`src/rtl/alu_execute_unit.sv`:
```
// ALU execute stage. Add, sub, compare and logic ops finish in one cycle.
// Shifts take one bit per cycle under a three-state FSM. Both the input
// side and the result side use a valid/ready handshake.
module alu_execute_unit #(
  parameter int DATA_WIDTH = 32,
  parameter int SHAMT_W    = $clog2(DATA_WIDTH)
) (
  input  logic                  clk_i,
  input  logic                  rst_ni,
  input  logic                  valid_i,
  output logic                  ready_o,
  input  logic [3:0]            alu_control_i,
  input  logic                  byte_address_i,
  input  logic [DATA_WIDTH-1:0] src_a_i,
  input  logic [DATA_WIDTH-1:0] src_b_i,
  output logic                  valid_o,
  input  logic                  ready_i,
  output logic [DATA_WIDTH-1:0] result_o,
  output logic                  zero_o,
  output logic [3:0]            byte_en_o
);

  localparam logic [3:0] OP_ADD  = 4'b0000;
  localparam logic [3:0] OP_SUB  = 4'b1000;
  localparam logic [3:0] OP_SLL  = 4'b0001;
  localparam logic [3:0] OP_SRL  = 4'b0101;
  localparam logic [3:0] OP_SRA  = 4'b1101;
  localparam logic [3:0] OP_SLT  = 4'b0010;
  localparam logic [3:0] OP_SLTU = 4'b0011;
  localparam logic [3:0] OP_XOR  = 4'b0100;
  localparam logic [3:0] OP_OR   = 4'b0110;
  localparam logic [3:0] OP_AND  = 4'b0111;

  typedef enum logic [1:0] {IDLE, SHIFT, DONE} state_t;
  typedef enum logic [1:0] {SH_LL, SH_RL, SH_RA} shift_t;

  state_t                state_reg, state_next;
  logic [DATA_WIDTH-1:0] work_reg, work_next;
  logic [SHAMT_W-1:0]    count_reg, count_next;
  shift_t                shift_reg, shift_next;
  logic                  baddr_reg, baddr_next;
  logic [DATA_WIDTH-1:0] result_reg;
  logic                  zero_reg;
  logic [3:0]            byte_en_reg;

  logic                  accept;
  logic                  is_shift;
  logic                  multi_cycle;
  shift_t                shift_in;
  logic [SHAMT_W-1:0]    shamt;
  logic [DATA_WIDTH-1:0] alu_value;
  logic [DATA_WIDTH-1:0] shifted;
  logic                  capture;
  logic [DATA_WIDTH-1:0] capture_value;
  logic                  capture_baddr;
  logic [3:0]            capture_be;

  assign accept      = valid_i & ready_o;
  assign shamt       = src_b_i[SHAMT_W-1:0];
  // A shift with a non-zero amount is the only op that needs the SHIFT state.
  assign multi_cycle = is_shift & (shamt != '0);

  // Decode whether the incoming op is a shift, and which kind.
  always_comb begin
    is_shift = 1'b0;
    shift_in = SH_LL;
    case (alu_control_i)
      OP_SLL: begin is_shift = 1'b1; shift_in = SH_LL; end
      OP_SRL: begin is_shift = 1'b1; shift_in = SH_RL; end
      OP_SRA: begin is_shift = 1'b1; shift_in = SH_RA; end
      default: ;
    endcase
  end

  // Single-cycle result; shifts pass operand A through for the shamt==0 case.
  // Unlisted codes fall back to add.
  always_comb begin
    alu_value = src_a_i + src_b_i;
    case (alu_control_i)
      OP_ADD:  alu_value = src_a_i + src_b_i;
      OP_SUB:  alu_value = src_a_i - src_b_i;
      OP_SLT:  alu_value = {{(DATA_WIDTH-1){1'b0}}, ($signed(src_a_i) < $signed(src_b_i))};
      OP_SLTU: alu_value = {{(DATA_WIDTH-1){1'b0}}, (src_a_i < src_b_i)};
      OP_XOR:  alu_value = src_a_i ^ src_b_i;
      OP_OR:   alu_value = src_a_i | src_b_i;
      OP_AND:  alu_value = src_a_i & src_b_i;
      OP_SLL, OP_SRL, OP_SRA: alu_value = src_a_i;
      default: ;
    endcase
  end

  // One-bit step of the working value for the shift in flight.
  always_comb begin
    shifted = {work_reg[DATA_WIDTH-2:0], 1'b0};
    case (shift_reg)
      SH_RL:   shifted = {1'b0, work_reg[DATA_WIDTH-1:1]};
      SH_RA:   shifted = {work_reg[DATA_WIDTH-1], work_reg[DATA_WIDTH-1:1]};
      default: ;
    endcase
  end

  // Operand loading, shift stepping, and selecting the value to capture as the result.
  always_comb begin
    work_next     = work_reg;
    count_next    = count_reg;
    shift_next    = shift_reg;
    baddr_next    = baddr_reg;
    capture       = 1'b0;
    capture_value = alu_value;
    capture_baddr = byte_address_i;
    if (accept) begin
      work_next  = src_a_i;
      count_next = shamt;
      shift_next = shift_in;
      baddr_next = byte_address_i;
      capture    = ~multi_cycle;
    end else if (state_reg == SHIFT) begin
      work_next     = shifted;
      count_next    = count_reg - SHAMT_W'(1);
      capture       = (count_reg == SHAMT_W'(1));
      capture_value = shifted;
      capture_baddr = baddr_reg;
    end
  end

  // Byte-lane enables: one lane selected by the low address bits, or all lanes.
  for (genvar gi = 0; gi < 4; gi++) begin : g_byte_en
    assign capture_be[gi] = ~capture_baddr | (capture_value[1:0] == 2'(gi));
  end

  // FSM state register.
  always_ff @(posedge clk_i or negedge rst_ni) begin
    if (!rst_ni) begin
      state_reg <= IDLE;
    end else begin
      state_reg <= state_next;
    end
  end

  // FSM next-state logic.
  always_comb begin
    state_next = state_reg;
    case (state_reg)
      IDLE: begin
        if (accept) state_next = multi_cycle ? SHIFT : DONE;
      end
      SHIFT: begin
        if (count_reg == SHAMT_W'(1)) state_next = DONE;
      end
      DONE: begin
        if (accept)       state_next = multi_cycle ? SHIFT : DONE;
        else if (ready_i) state_next = IDLE;
      end
      default: state_next = IDLE;
    endcase
  end

  // FSM outputs: handshake signals.
  always_comb begin
    ready_o = 1'b0;
    valid_o = 1'b0;
    case (state_reg)
      IDLE: ready_o = 1'b1;
      DONE: begin
        ready_o = ready_i;
        valid_o = 1'b1;
      end
      default: ;
    endcase
  end

  // Datapath registers. The result, zero flag and byte enables only change on capture.
  always_ff @(posedge clk_i or negedge rst_ni) begin
    if (!rst_ni) begin
      work_reg    <= '0;
      count_reg   <= '0;
      shift_reg   <= SH_LL;
      baddr_reg   <= 1'b0;
      result_reg  <= '0;
      zero_reg    <= 1'b1;
      byte_en_reg <= 4'b1111;
    end else begin
      work_reg   <= work_next;
      count_reg  <= count_next;
      shift_reg  <= shift_next;
      baddr_reg  <= baddr_next;
      if (capture) begin
        result_reg  <= capture_value;
        zero_reg    <= (capture_value == '0);
        byte_en_reg <= capture_be;
      end
    end
  end

  assign result_o  = result_reg;
  assign zero_o    = zero_reg;
  assign byte_en_o = byte_en_reg;

endmodule

```
`config.mk`:
```
export PLATFORM = sky130hd
export DESIGN_NAME = alu_execute_unit
export DESIGN_NICKNAME = d
export VERILOG_FILES = /design/src/rtl/alu_execute_unit.sv
export SDC_FILE = /design/constraint.sdc
export NUM_CORES = 1
export LEC_CHECK = 0
export CAP_MARGIN = 5
export CORE_ASPECT_RATIO = 0.7
export CORE_MARGIN = 2
export CORE_UTILIZATION = 49
export DETAILED_ROUTE_END_ITERATION = 12
export GPL_TIMING_DRIVEN = 0
export PLACE_DENSITY = 0.76
export SLEW_MARGIN = 20
export SYNTH_ARGS = -nofsm -noshare
export SYNTH_HDL_FRONTEND = slang
export SYNTH_SLANG_ARGS = --single-unit
```
`constraint.sdc`:
```
create_clock -name clk_i -period 4.05 [get_ports clk_i]
set_clock_uncertainty 0.2 [all_clocks]
set_input_delay 0.81 -clock clk_i [delete_from_list [all_inputs] [get_ports clk_i]]
set_output_delay 0.81 -clock clk_i [all_outputs]
set_load 0.02 [all_outputs]
```
# Yosys cells after proc, flatten, opt, wreduce, memory -nomap -nowiden
# Index checks and enable logic that the tools add are counted.
[word_totals] register_bits=79 latchBits=0 mem_bits_rw=0 rom_bits=0 input_bits=73 out_inout_bits=39 wordCells=73 memories=0
[op_classes] n_addsub=3 mul=0 div=0 order_cmp=2 eq_ne=20 n_shift=0 muxes=22 bitwise=11 n_reduce_logical=7
[ops] cell="32-bit case mux with 7 select lines" n=1
[ops] cell="32-bit 2-to-1 mux" n=4
[ops] cell="32-bit < comparator" n=2
[ops] cell="32-bit case mux with 2 select lines" n=1
[ops] cell="32-bit adder" n=1
[ops] cell="32-bit AND" n=1
[ops] cell="32-bit zero test" n=1
[ops] cell="32-bit OR" n=1
[ops] cell="32-bit subtractor" n=1
[ops] cell="32-bit bitwise XOR" n=1
[ops] cell="4-bit by 3-bit == test with 1-bit output (second input constant)" n=4
[ops] cell="2-bit 2-to-1 mux" n=5
[ops] cell="5-bit 2-to-1 mux" n=2
[ops] cell="2-bit == test (second input constant)" n=4
[ops] cell="4-bit by 2-bit == test with 1-bit output (second input constant)" n=2
[ops] cell="4-bit == test (second input constant)" n=2
[ops] cell="2-bit by 1-bit == test with 1-bit output (second input constant)" n=3
[ops] cell="1-bit 2-to-1 mux" n=6
[ops] cell="2-bit case mux with 3 select lines" n=1
[ops] cell="5-bit by 1-bit == test with 1-bit output (second input constant)" n=1
[ops] cell="5-bit nonzero test" n=1
[ops] cell="5-bit by 1-bit subtractor with 5-bit output (second input constant)" n=1
[ops] cell="4-bit by 1-bit == test with 1-bit output (second input constant)" n=1
[ops] cell="2-bit zero test" n=2
[ops] cell="other kinds (11)" n=16

# Depth between registers and ports, before layout
[depth] depth_word=7 ltp_mapped=15 mapped_depth_nobuf=15

# Worst setup path after synthesis
# No wires, ideal clock.
[synth_timing] path_kind="input to register" start="in src_b_i[3]" end="reg zero_reg (netlist: zero_o)" setup_ns=0.086 arrival_ns=3.813 t_required_ns=3.764 slack_ns=-0.049 stages=14 path_buffers=1 path_cell_list="inv_1 > ha_1 > buf_2 > nor2b_1 > a2111o_1 > a2111oi_2 > nor3_1 > o21ai_1 > o211ai_1 > a2111oi_0 > nand4_1 > a2111oi_2 > nand4_1 > o31ai_2"
[synth_via] elab_chain_cells=5 elab_cells_between_ends=15 classes_between="add/sub: 2; order compare: 2; mux: 4; bitwise: 5; reduce/logical: 2"
[synth_lines] element="start, declared" line_no="15" rtl="input logic [DATA_WIDTH-1:0] src_b_i,"
[synth_lines] element="32-bit adder (tied with other cells)" line_no="78, 80"
[synth_lines] element="32-bit case mux with 7 select lines" line_no="79" rtl="case (alu_control_i)"
[synth_lines] element="32-bit 2-to-1 mux" line_no="117" rtl="end else if (state_reg == SHIFT) begin"
[synth_lines] element="32-bit 2-to-1 mux" line_no="111" rtl="if (accept) begin"
[synth_lines] element="32-bit zero test" line_no="189" rtl="zero_reg <= (capture_value == '0);"
[synth_lines] element="end signal, assigned" line_no="189"
[synth_lines] element="end, declared" line_no="43" rtl="logic zero_reg;"
# Parallel ways exist; a longest one is shown, timed or not.
# A chain may end at the register's enable or synchronous reset.

# Worst setup path in the final report
[layout_timing] start="in src_a_i[2]" end="reg zero_reg (netlist: zero_o)"
[layout_via] elab_chain_cells=5 elab_cells_between_ends=11 classes_between="add/sub: 2; order compare: 2; mux: 3; bitwise: 3; reduce/logical: 1"
[layout_lines] element="start, declared" line_no="14" rtl="input logic [DATA_WIDTH-1:0] src_a_i,"
[layout_lines] element="32-bit adder (tied with other cells)" line_no="78, 80"
[layout_lines] element="32-bit case mux with 7 select lines (*)" line_no="79"
[layout_lines] element="32-bit 2-to-1 mux" line_no="117"
[layout_lines] element="32-bit 2-to-1 mux (*)" line_no="111"
[layout_lines] element="32-bit zero test (*)" line_no="189"
# Mark *: on every way between the ends. The rest lies on a longest branch, timed or not.

==> flow_metrics.py <==
metrics = {
    "global_route": {
        "grt_pass1_wl_um": 72000,
        "gr-usage-met3_pct": 23.3,
        "grt_busiest_layer": "met2",
        "antenna_found_initial": 2,
        "grt_usage_pct": 45.4,
        "grt_max_degree": 56,
        "met1_usage_pct": 60.4,
        "grt_overflow": 0,
        "met2_usage_pct": 63.1,
        "grt_pass1_vias": 11763,
    },
    "clocking": {
        "clkTransAtPathRegs_ns": 0.08,
        "clock_sinks": 79,
        "cts.path.max_buffers": 2,
        "clkLatencyLatePin_ns": 0.35,
        "cts_buffers": 9,
        "cts_hold_buf": 0,
        "cts_max_level": 3,
        "cts_tree": "yes",
        "root_buffer": "clkbuf_16",
    },
    "synthesis": {
        "synthArstFlopShare_pct": 100,
        "netlist_top_cells_count": "nand2_1, a21oi_1, inv_1",
        "synth_area_leader_cell": "dfrtp_1",
        "synth_top_area_share_pct": 19.0,
        "netlist_instances": 1331,
        "yosys_most_used_dff": "dfrtp_1",
        "syn-num-nets": 1506,
        "synth-seq-area-share_pct": 20.3,
        "synth_warnings": 0,
        "synthDistinctLibCells": 85,
        "synth_seq_cells": 79,
        "synth_enable_flop_cells": 0,
        "synth.most_common_cell": "nand2_1",
        "syn_area_per_cell_um2": 7.33,
        "netlist_area_um2": 9760,
        "yosys-top-cells-area": "dfrtp_1, ha_1, a21oi_1",
    },
    "floorplanning": {
        "core_area_um2": 19600,
        "die_area_um2": 21100,
        "num_io_pins": 112,
        "die_width_um": 173,
        "rows": 43,
        "die_h_um": 122,
        "start_util_pct": 49.7,
    },
    "sta": {
        "worst_pin_slew_ns": 1.02,
        "rsz0062_at_grt": "yes",
        "maxSlewHeadroom_pct": 31.6,
        "setup_viol": 5,
        "fmax_mhz": 238,
        "finalCriticalPeriod_ns": 4.20,
        "setup_tns_ns": -0.286,
        "fin_crit_sh_pct": 104,
        "drv_slew": 0,
        "finalWorstSetupSlack_ns": -0.154,
        "whs_ns": 0.156,
        "finalHoldViolCount": 0,
    },
    "power_and_ir_drop": {
        "p_leak_nw": 5.80,
        "p_per_area_nw_per_um2": 404,
        "vdd_drop_max_mv": 0.253,
    },
    "finish": {
        "final_cells": 1806,
        "nNetsFinal": 1706,
        "drive_above_1_share_pct": 27.0,
        "fin_area_um2": 13900,
        "area_growth_pct": 42.6,
        "num_antenna_cells": 0,
    },
    "drt": {
        "num_vias": 12676,
        "wl_um": 49800,
        "drc": 0,
        "via_per_inst": 7.02,
        "drt-initial-drc-count": 1834,
        "first_pass_iters": 8,
        "ant_nets": 0,
        "wl_per_cell_um": 27.6,
    },
    "hold_path": {
        "hp-class": "in2async",
    },
    "setup_path": {
        "worstSetupEndpointType": "register",
        "required_ns": 4.12,
        "critPathKind": "in2reg",
        "start_kind": "input port",
        "critPathMaxFanout": 5,
        "cp.arrival_ns": 4.28,
    },
    "placement": {
        "port_buffers": 110,
        "dp.cells": 1714,
        "routabilityCongestion": 0.995,
        "hpwl_um": 35900,
        "dpl_worst_slack_ns": -1.87,
        "dpl_cell_area_um2": 11300,
    },
    "run": {
        "maxCapViolCount": 0,
    },
    "run_status": {
        "status": "finished with violations",
        "violations": "setup timing",
    },
}
## logic make-up (layout without fill, tap and decap cells)
| group | after synthesis | in the layout | share of synthesized area (%) |
|---|---|---|---|
| AND/OR/NAND/NOR | 411 | 411 | 19.9 |
| flip-flops | 79 | 79 | 20.3 |
| adder cells (fa/ha/maj) | 102 | 102 | 13.2 |
| AO/OA/AOI/OAI | 512 | 512 | 35.8 |
| XOR/XNOR | 21 | 21 | 1.89 |
| buffers and inverters | 197 | 402 | 7.82 |
| multiplexers | 9 | 9 | 0.962 |
## cell type report
type	instances	area (um^2)
multi-input cells	1055	8460
fillers	1579	5730
flip-flops and latches	79	1980
repair buffers	199	1780
plain buffers	85	572
inverters	102	422
well taps	270	338
clock buffers	11	233
clock inverters	5	129
## worst max-delay path: stages
cell,delay (ns)
buf_8,0.10
inv_6,0.04
ha_4,0.23
buf_6,0.11
nand2b_4,0.13
a2111o_1,0.55
and2_1,0.28
o311ai_1,0.30
nor2_1,0.10
a21oi_2,0.11
buf_4,0.17
o22ai_1,0.09
or4b_4,0.57
a2111oi_4,0.30
nand4_1,0.15
o31ai_2,0.24
## layer usage
layer  up-vias  part of all wire [%]
li1       5296                     -
met3       248                    18
met1      6015                    40
met5         -                  0.29
met4         6                   4.2
met2      1111                    38
## cell usage in the layout, fill, tap and decap left out, types with 18 or more instances in the layout
cell type,count
nand2_1,143
ha_4,21
o21ai_0,81
clkdlybuf4s50_1,62
nand4_1,18
a21oi_1,84
dfrtp_1,74
a21o_1,18
inv_2,18
nand3_1,27
clkbuf_1,36
buf_4,87
nor2_1,86
a22oi_1,58
clkbuf_2,20
inv_1,73
nand2b_1,18
ha_1,71
## report_power, final
group	internal [mW]	leakage [nW]	total, mW	switching [mW]
Clock	0.669	0.174	1.03	0.363
Sequential	1.12	0.963	1.37	0.248
Combinational	1.30	4.66	3.21	1.91
Total	3.09	5.80	5.61	2.52
## metrics by stage
step           util, %  total power [mW]
3_5_place_dp      57.4              3.92
4_1_cts           68.7              5.32
3_3_place_gp      57.1              3.87
6_report          70.8              5.61
2_1_floorplan        -              2.84
5_1_grt           70.8              5.80
## final timing paths
path / start / end / slack [ns] / depth (start not counted)
min: rst_ni / result_o[30] / 0.16 / 1
max in group asynchronous: rst_ni / byte_en_o[0] / 2.87 / 2
max reg2reg: state_reg[0] / count_reg[2] / -0.01 / 11
min reg2reg: byte_en_o[2] / byte_en_o[2] / 0.27 / 2
min in group clk_i: byte_en_o[2] / byte_en_o[2] / 0.27 / 2
max: src_a_i[2] / zero_o / -0.15 / 16
## what timing repair did
action | 4_1_cts | 5_1_grt
gates resized for setup | 415 | 116
pin swaps | 77 | 55
buffers inserted | 72 | 14
setup endpoints to repair | 74 | 48
cloned | 0 | 0
Power figures use the tool's default switching activity.
